**config.mk**
```make
export PLATFORM = sky130hd
export DESIGN_NAME = imm_decode_stage_flat
export DESIGN_NICKNAME = d
export VERILOG_FILES = /design/src/rtl/cpu_pkg.sv /design/src/rtl/imm_decode_stage_if.sv /design/src/rtl/imm_class_decode.sv /design/src/rtl/imm_decode_stage.sv /design/src/flat_wrapper.sv
export SDC_FILE = /design/constraint.sdc
export NUM_CORES = 1
export LEC_CHECK = 0
export BUFFER_PORTS_ARGS = -buffer_cell sky130_fd_sc_hd__clkbuf_2
export CORE_ASPECT_RATIO = 0.75
export CORE_UTILIZATION = 35
export DETAILED_ROUTE_END_ITERATION = 7
export GPL_TIMING_DRIVEN = 0
export PLACE_DENSITY_LB_ADDON = 0.15
export SLEW_MARGIN = 5
export SYNTH_ARGS = -nofsm -noshare
export SYNTH_HDL_FRONTEND = slang
export SYNTH_SLANG_ARGS = --single-unit
```
**constraint.sdc**
```tcl
create_clock -name clk -period 5.4 [get_ports clk]
set_clock_uncertainty 0.2 [all_clocks]
set_input_delay 0.54 -clock clk [delete_from_list [all_inputs] [get_ports clk]]
set_output_delay 0.54 -clock clk [all_outputs]
set_load 0.01 [all_outputs]
```
**src/rtl/cpu_pkg.sv**
```systemverilog
// Shared CPU constants: instruction field positions, opcode values and the
// decoded-word record carried through the decode stage.
package cpu_pkg;

    localparam int TAM_INSTR = 32;
    localparam int TAM_IMM   = 16;

    localparam int OPC_MSB = 31;
    localparam int OPC_LSB = 26;
    localparam int RS_MSB  = 25;
    localparam int RS_LSB  = 21;
    localparam int RT_MSB  = 20;
    localparam int RT_LSB  = 16;
    localparam int RD_MSB  = 15;
    localparam int RD_LSB  = 11;
    localparam int IMM_MSB = 15;
    localparam int IMM_LSB = 0;

    localparam logic [5:0] OP_RTYPE = 6'h00;
    localparam logic [5:0] OP_BEQ   = 6'h04;
    localparam logic [5:0] OP_BNE   = 6'h05;
    localparam logic [5:0] OP_ADDI  = 6'h08;
    localparam logic [5:0] OP_ADDIU = 6'h09;
    localparam logic [5:0] OP_SLTI  = 6'h0A;
    localparam logic [5:0] OP_SLTIU = 6'h0B;
    localparam logic [5:0] OP_ANDI  = 6'h0C;
    localparam logic [5:0] OP_ORI   = 6'h0D;
    localparam logic [5:0] OP_XORI  = 6'h0E;
    localparam logic [5:0] OP_LUI   = 6'h0F;
    localparam logic [5:0] OP_LW    = 6'h23;
    localparam logic [5:0] OP_SW    = 6'h2B;

    typedef struct packed {
        logic uses_imm;
        logic ext_side;
        logic two_complement;
        logic illegal;
    } imm_ctrl_t;

    typedef struct packed {
        logic [5:0]         opcode;
        logic [4:0]         rs;
        logic [4:0]         rt;
        logic [4:0]         rd;
        logic [TAM_IMM-1:0] imm;
        imm_ctrl_t          ctrl;
    } dec_word_t;

    // rd and imm overlap in the encoding; both are always extracted.
    function automatic dec_word_t split_fields(input logic [TAM_INSTR-1:0] instr,
                                               input imm_ctrl_t ctrl);
        dec_word_t d;
        d.opcode = instr[OPC_MSB:OPC_LSB];
        d.rs     = instr[RS_MSB:RS_LSB];
        d.rt     = instr[RT_MSB:RT_LSB];
        d.rd     = instr[RD_MSB:RD_LSB];
        d.imm    = instr[IMM_MSB:IMM_LSB];
        d.ctrl   = ctrl;
        return d;
    endfunction

endpackage

```
**src/rtl/imm_decode_stage_if.sv**
```systemverilog
// Fetch-side handshake plus decoded-output bundle of the decode stage.
interface imm_decode_stage_if;
    import cpu_pkg::*;

    logic                 in_valid;
    logic [TAM_INSTR-1:0] in_instr;
    logic                 in_ready;
    logic                 flush;
    logic                 out_valid;
    logic                 out_ready;
    logic [5:0]           opcode;
    logic [4:0]           rs;
    logic [4:0]           rt;
    logic [4:0]           rd;
    logic [TAM_IMM-1:0]   imm;
    logic                 ext_side;
    logic                 two_complement;
    logic                 uses_imm;
    logic                 illegal;
    logic [7:0]           illegal_count;

    modport slave (
        input  in_valid, in_instr, flush, out_ready,
        output in_ready, out_valid, opcode, rs, rt, rd, imm,
               ext_side, two_complement, uses_imm, illegal, illegal_count
    );

    modport master (
        output in_valid, in_instr, flush, out_ready,
        input  in_ready, out_valid, opcode, rs, rt, rd, imm,
               ext_side, two_complement, uses_imm, illegal, illegal_count
    );

endinterface

```
**src/rtl/imm_class_decode.sv**
```systemverilog
// Opcode classifier producing the immediate extender's control flags.
module imm_class_decode
    import cpu_pkg::*;
(
    input  logic [5:0] i_opcode,
    output imm_ctrl_t  o_ctrl
);

    always_comb begin
        o_ctrl = '0;
        unique case (i_opcode)
            OP_RTYPE: ;
            OP_BEQ, OP_BNE, OP_ADDI, OP_ADDIU,
            OP_SLTI, OP_SLTIU, OP_LW, OP_SW: begin
                o_ctrl.uses_imm       = 1'b1;
                o_ctrl.two_complement = 1'b1;
            end
            OP_ANDI, OP_ORI, OP_XORI: begin
                o_ctrl.uses_imm = 1'b1;
            end
            OP_LUI: begin
                o_ctrl.uses_imm = 1'b1;
                o_ctrl.ext_side = 1'b1;
            end
            default: begin
                o_ctrl.illegal = 1'b1;
            end
        endcase
    end

endmodule

```
**src/rtl/imm_decode_stage.sv**
```systemverilog
// Decode-stage register: main output register plus one skid entry, feeding
// the immediate extender directly.
module imm_decode_stage
    import cpu_pkg::*;
(
    input  logic                clk,
    input  logic                rst_n,
    imm_decode_stage_if.slave   bus
);

    imm_ctrl_t  w_ctrl;
    dec_word_t  w_dec;
    logic       w_accept;
    logic       w_drain;

    dec_word_t  r_main;
    logic       r_main_valid;
    dec_word_t  r_skid;
    logic       r_skid_valid;
    logic [7:0] r_illegal_count;

    imm_class_decode u_class (
        .i_opcode (bus.in_instr[OPC_MSB:OPC_LSB]),
        .o_ctrl   (w_ctrl)
    );

    assign w_dec    = split_fields(bus.in_instr, w_ctrl);
    assign w_accept = bus.in_valid && !r_skid_valid;
    assign w_drain  = r_main_valid && bus.out_ready;

    always_ff @(posedge clk or negedge rst_n) begin
        if (!rst_n) begin
            r_main          <= '0;
            r_main_valid    <= 1'b0;
            r_skid          <= '0;
            r_skid_valid    <= 1'b0;
            r_illegal_count <= '0;
        end else if (bus.flush) begin
            r_main_valid <= 1'b0;
            r_skid_valid <= 1'b0;
        end else begin
            if (w_drain && r_main.ctrl.illegal && r_illegal_count != 8'hFF)
                r_illegal_count <= r_illegal_count + 8'd1;

            // A full skid blocks input, so skid->main never races a new accept.
            if (w_drain && r_skid_valid) begin
                r_main       <= r_skid;
                r_skid_valid <= 1'b0;
            end else if (w_accept && (!r_main_valid || w_drain)) begin
                r_main       <= w_dec;
                r_main_valid <= 1'b1;
            end else if (w_accept) begin
                r_skid       <= w_dec;
                r_skid_valid <= 1'b1;
            end else if (w_drain) begin
                r_main_valid <= 1'b0;
            end
        end
    end

    assign bus.in_ready       = !r_skid_valid;
    assign bus.out_valid      = r_main_valid;
    assign bus.opcode         = r_main.opcode;
    assign bus.rs             = r_main.rs;
    assign bus.rt             = r_main.rt;
    assign bus.rd             = r_main.rd;
    assign bus.imm            = r_main.imm;
    assign bus.ext_side       = r_main.ctrl.ext_side;
    assign bus.two_complement = r_main.ctrl.two_complement;
    assign bus.uses_imm       = r_main.ctrl.uses_imm;
    assign bus.illegal        = r_main.ctrl.illegal;
    assign bus.illegal_count  = r_illegal_count;

endmodule

```
**src/flat_wrapper.sv**
```systemverilog
// flat-port wrapper written by rule: the top's interface ports become plain ports
module imm_decode_stage_flat import cpu_pkg::*;
  (clk, rst_n, bus_in_valid, bus_in_instr, bus_flush, bus_out_ready, bus_in_ready, bus_out_valid, bus_opcode, bus_rs, bus_rt, bus_rd, bus_imm, bus_ext_side, bus_two_complement, bus_uses_imm, bus_illegal, bus_illegal_count);
  imm_decode_stage_if bus_i ();
  input  logic clk;
  input  logic rst_n;
  input wire logic [$bits(bus_i.in_valid)-1:0] bus_in_valid;
  input wire logic [$bits(bus_i.in_instr)-1:0] bus_in_instr;
  input wire logic [$bits(bus_i.flush)-1:0] bus_flush;
  input wire logic [$bits(bus_i.out_ready)-1:0] bus_out_ready;
  output wire logic [$bits(bus_i.in_ready)-1:0] bus_in_ready;
  output wire logic [$bits(bus_i.out_valid)-1:0] bus_out_valid;
  output wire logic [$bits(bus_i.opcode)-1:0] bus_opcode;
  output wire logic [$bits(bus_i.rs)-1:0] bus_rs;
  output wire logic [$bits(bus_i.rt)-1:0] bus_rt;
  output wire logic [$bits(bus_i.rd)-1:0] bus_rd;
  output wire logic [$bits(bus_i.imm)-1:0] bus_imm;
  output wire logic [$bits(bus_i.ext_side)-1:0] bus_ext_side;
  output wire logic [$bits(bus_i.two_complement)-1:0] bus_two_complement;
  output wire logic [$bits(bus_i.uses_imm)-1:0] bus_uses_imm;
  output wire logic [$bits(bus_i.illegal)-1:0] bus_illegal;
  output wire logic [$bits(bus_i.illegal_count)-1:0] bus_illegal_count;
  assign bus_i.in_valid = bus_in_valid;
  assign bus_i.in_instr = bus_in_instr;
  assign bus_i.flush = bus_flush;
  assign bus_i.out_ready = bus_out_ready;
  assign bus_in_ready = bus_i.in_ready;
  assign bus_out_valid = bus_i.out_valid;
  assign bus_opcode = bus_i.opcode;
  assign bus_rs = bus_i.rs;
  assign bus_rt = bus_i.rt;
  assign bus_rd = bus_i.rd;
  assign bus_imm = bus_i.imm;
  assign bus_ext_side = bus_i.ext_side;
  assign bus_two_complement = bus_i.two_complement;
  assign bus_uses_imm = bus_i.uses_imm;
  assign bus_illegal = bus_i.illegal;
  assign bus_illegal_count = bus_i.illegal_count;
  imm_decode_stage u_core (.clk(clk), .rst_n(rst_n), .bus(bus_i));
endmodule
```
==> metrics.md <==
| Metric | Value |
|---|---|
| Synth Warn # | `0` |
| GRT Util Overall | `0.1904` |
| Routed len/inst | `15.00 um` |
| Slowest Stage Delay on Critical Path | `between 500 and 600 ps` |
| HP Class | `in2reg` |
| Status | `complete, no violations` |
| HP Start | `bus_flush` |
| CP required | `5450 ps` |
| Root buffer cell | `clkbuf_16` |
| Die Y | `a little under 90 um` |
| Startpoint Class | `flip-flop` |
| PnR worst setup slack | `3311 ps` |
| DR pass1 iterations | `4` |
| RSZ-0062 raised after global routing | `no` |
| Leading area contributor after synthesis | `dfrtp_1` |
| Mapped Cells | `approximately 380` |
| R2r endpoint | `u_core.bus.imm[7]$_DFFE_PN0P_` |
| Synth Net Count | `416` |
| I/O Buffers | `87` |
| Worst-case vdd ir drop | `163.1 uV` |
| Post-synth EDFFs | `0` |
| CP max stage cell | `a221oi_2` |
| Total gr overflow | `0` |
| Final wirelength | `9.197 mm` |
| Asr flop ratio synth | `1.000` |
| Fin Setup TNS | `0 ps` |
| Post-DP HPWL | `6.448 mm` |
| WHS Endpoint | `u_core.bus.out_valid$_DFFE_PN0P_` |
| Remaining DRCs | `0` |
| Max-cap violations | `0` |
| Leak Pwr | `2.124 nW` |
| DR vias/cell | `4.884` |
| Largest net degree at the start of global routing | `57` |
| Core box area | `0.009736 mm2` |
| Slew @ Worst Pin | `about 650 ps` |
| Vias | `2994` |
| Slew HR | `0.5642` |
| Flip-flop and latch count after synthesis | `a little over 80` |
| Critical Path, Cell by Cell | `nand2b_4, a221oi_2, buf_2, nor2_1, a31oi_1` |
| DIE WIDTH | `118.1 um` |
| Clock Pin Slew Worst Setup and Hold Paths | `60 ps` |
| Row cnt | `31` |
| Initial Utilization | `0.3637` |
| Die footprint | `between 0.01 and 0.015 mm2` |
| Top cells by count, synth | `nand2_1 (109), dfrtp_1 (82), nor2_1 (42)` |
| Iteration-0 DRC count of the detailed router | `between 150 and 200` |
| Final #Nets | `between 500 and 600` |
| Worst Setup Path Type | `reg2reg` |
| Share of cells above drive strength 1 | `0.2661` |
| Worst skew pair latency | `330 ps` |
| Worst path arrival time | `2140 ps` |
| Worst r2r src | `u_core.r_skid_valid$_DFFE_PN0P_` |
| Worst-path maximum fanout | `10` |
| Fin util | `0.4556` |
| TritonCTS Buffers | `9` |
| Pins Over Slew Limit | `0` |
| I/O pin cnt | `88` |
| CTS tree | `built` |
| Power density cells | `380.4 mW/mm2` |
| Top area cells in the synthesized netlist | `dfrtp_1 (58%), nand2_1 (12%), a31oi_1 (6.2%)` |
| Count of final setup violators | `0` |
| Area share of the largest cell type after synthesis | `0.5795` |
| Routability cong. | `0.7689` |
| F_max | `0.4787 GHz` |
| First-pass GRT wire length | `approximately 15 mm` |
| Post-CTS Hold Buffers | `1` |
| Area delta synth->final | `25.26%` |
| Antenna-violating nets left | `0` |
| Ant diodes | `0` |
| Final min period | `2089 ps` |
| Seq/Total Area, Yosys | `0.5795` |
| Synthesized area | `0.003541 mm2` |
| Clock Sinks | `82` |
| Hold Path Depth | `2` |
| H-tree depth | `3` |
| Fin. Hold Viols | `0` |
| Number of global-route vias before repair | `3100` |
| Synth unique cells | `33` |
| Post-CTS Setup Inserts | `0` |
| Initial antenna violation count | `0` |
| Primary FF master, synth | `dfrtp_1` |
| Post-cts resize count | `0` |
| Max clock buf depth | `2` |
| Pre-CTS WS | `3169 ps` |
| Worst reg2reg path depth | `5` |
| R2R Setup Slk | `3310 ps` |
| Crit. End Element | `flip-flop` |
| Synthesized area per cell | `9.367 um2` |
| Count leader, synth | `nand2_1` |
| Period Utilization, post-route | `0.3868` |
## layout make-up
type                    instances  area [um2]
plain buffers                  28       185.2
clock buffers                  14       254.0
fillers                       987        5300
inverters                       4       15.01
multi-input cells             264        1289
flip-flops and latches         82        2052
well taps                     132       165.2
repair buffers                 89       475.5
## routing by layer
metal  track usage  share of wire  vias up
li1              -              -     1471
met1        0.2460           0.48     1419
met2        0.3005           0.43       89
met3       0.05867          0.064       15
met4       0.08042          0.018        0
met5             0              0        -
## registers in the layout, indices dropped and copies added, names as in the netlist, 5 cells and up
register / count
u_core.bus.illegal_count: 8
u_core.bus.imm: 15
u_core.bus.opcode: 6
u_core.bus.rs: 5
u_core.bus.rt: 5
u_core.r_skid: 36
## stage by stage
stage	hold WS (ps)	instances	instance area, um2	power, W
4_1_cts	219.0	613	4436	0.001706
6_report	230.7	613	4436	0.001687
3_3_place_gp	258.8	597	4141	0.001141
2_1_floorplan	44.41	378	3541	0.001005
5_1_grt	240.0	613	4436	0.001785
3_5_place_dp	268.2	598	4172	0.001156
## kinds of logic (layout without fill, tap and decap cells)
logic type               Yosys count  in the layout  share of synthesized area
AO/OA/AOI/OAI                     84             84                     0.1406
XOR/XNOR                           5              5                    0.01237
adder cells (fa/ha/maj)            1              1                   0.003533
buffers and inverters             32            135                    0.05653
flip-flops                        82             82                     0.5795
multiplexers                       2              2                   0.006360
AND/OR/NAND/NOR                  172            172                     0.2011
## worst max-delay path by stage
stage | startpoint | end | slack (ps) | cells past startpoint
after floorplan | u_core.bus.illegal_count[0]$_DFFE_PN0P_ | u_core.bus.illegal_count[1]$_DFFE_PN0P_ | 3540 | 4
after CTS | u_core.r_skid_valid$_DFFE_PN0P_ | u_core.bus.imm[7]$_DFFE_PN0P_ | 3310 | 5
after global routing | u_core.r_skid_valid$_DFFE_PN0P_ | u_core.bus.opcode[2]$_DFFE_PN0P_ | 3130 | 5
after global placement | rst_n | u_core.r_skid[14]$_DFFE_PN0P_ | 2650 | 1
after detailed placement | bus_out_ready | u_core.bus.opcode[0]$_DFFE_PN0P_ | 3170 | 6
final | u_core.r_skid_valid$_DFFE_PN0P_ | u_core.bus.imm[7]$_DFFE_PN0P_ | 3310 | 5
## critical path, delay by kind of cell, from the launching register on
family / cells / cell delay (ps)
AO/OA/AOI/OAI: 2 / 730
buffers and inverters: 1 / 380
flip-flops: 1 / 440
AND/OR/NAND/NOR: 2 / 250
## layout by cell type (no fill, tap or decap), types with 2 or more instances in the layout
cell type,synthesis,routed
a31oi_1,35,35
nand3_1,4,4
o21ai_2,4,4
nor3_1,3,3
buf_4,6,6
clkbuf_1,5,9
dfrtp_1,82,82
nor2_1,42,42
a21oi_1,5,5
and4_1,2,2
o21ai_1,32,32
and3_1,2,2
clkbuf_2,0,86
buf_6,6,6
o21ai_0,3,3
nand2b_1,4,4
a211oi_1,2,2
clkbuf_16,0,9
nand2_1,109,109
buf_2,10,10
xnor2_1,4,4
inv_1,4,4
mux2_2,2,2
## power breakdown
group	switching (W)	leakage (nW)	internal [W]
clock network	0.000228	0.123	0.000320
logic	0.000176	1.01	0.000145
registers	0.0000766	0.993	0.000742
total	0.000481	2.12	0.00121
Power figures use the tool's default switching activity.
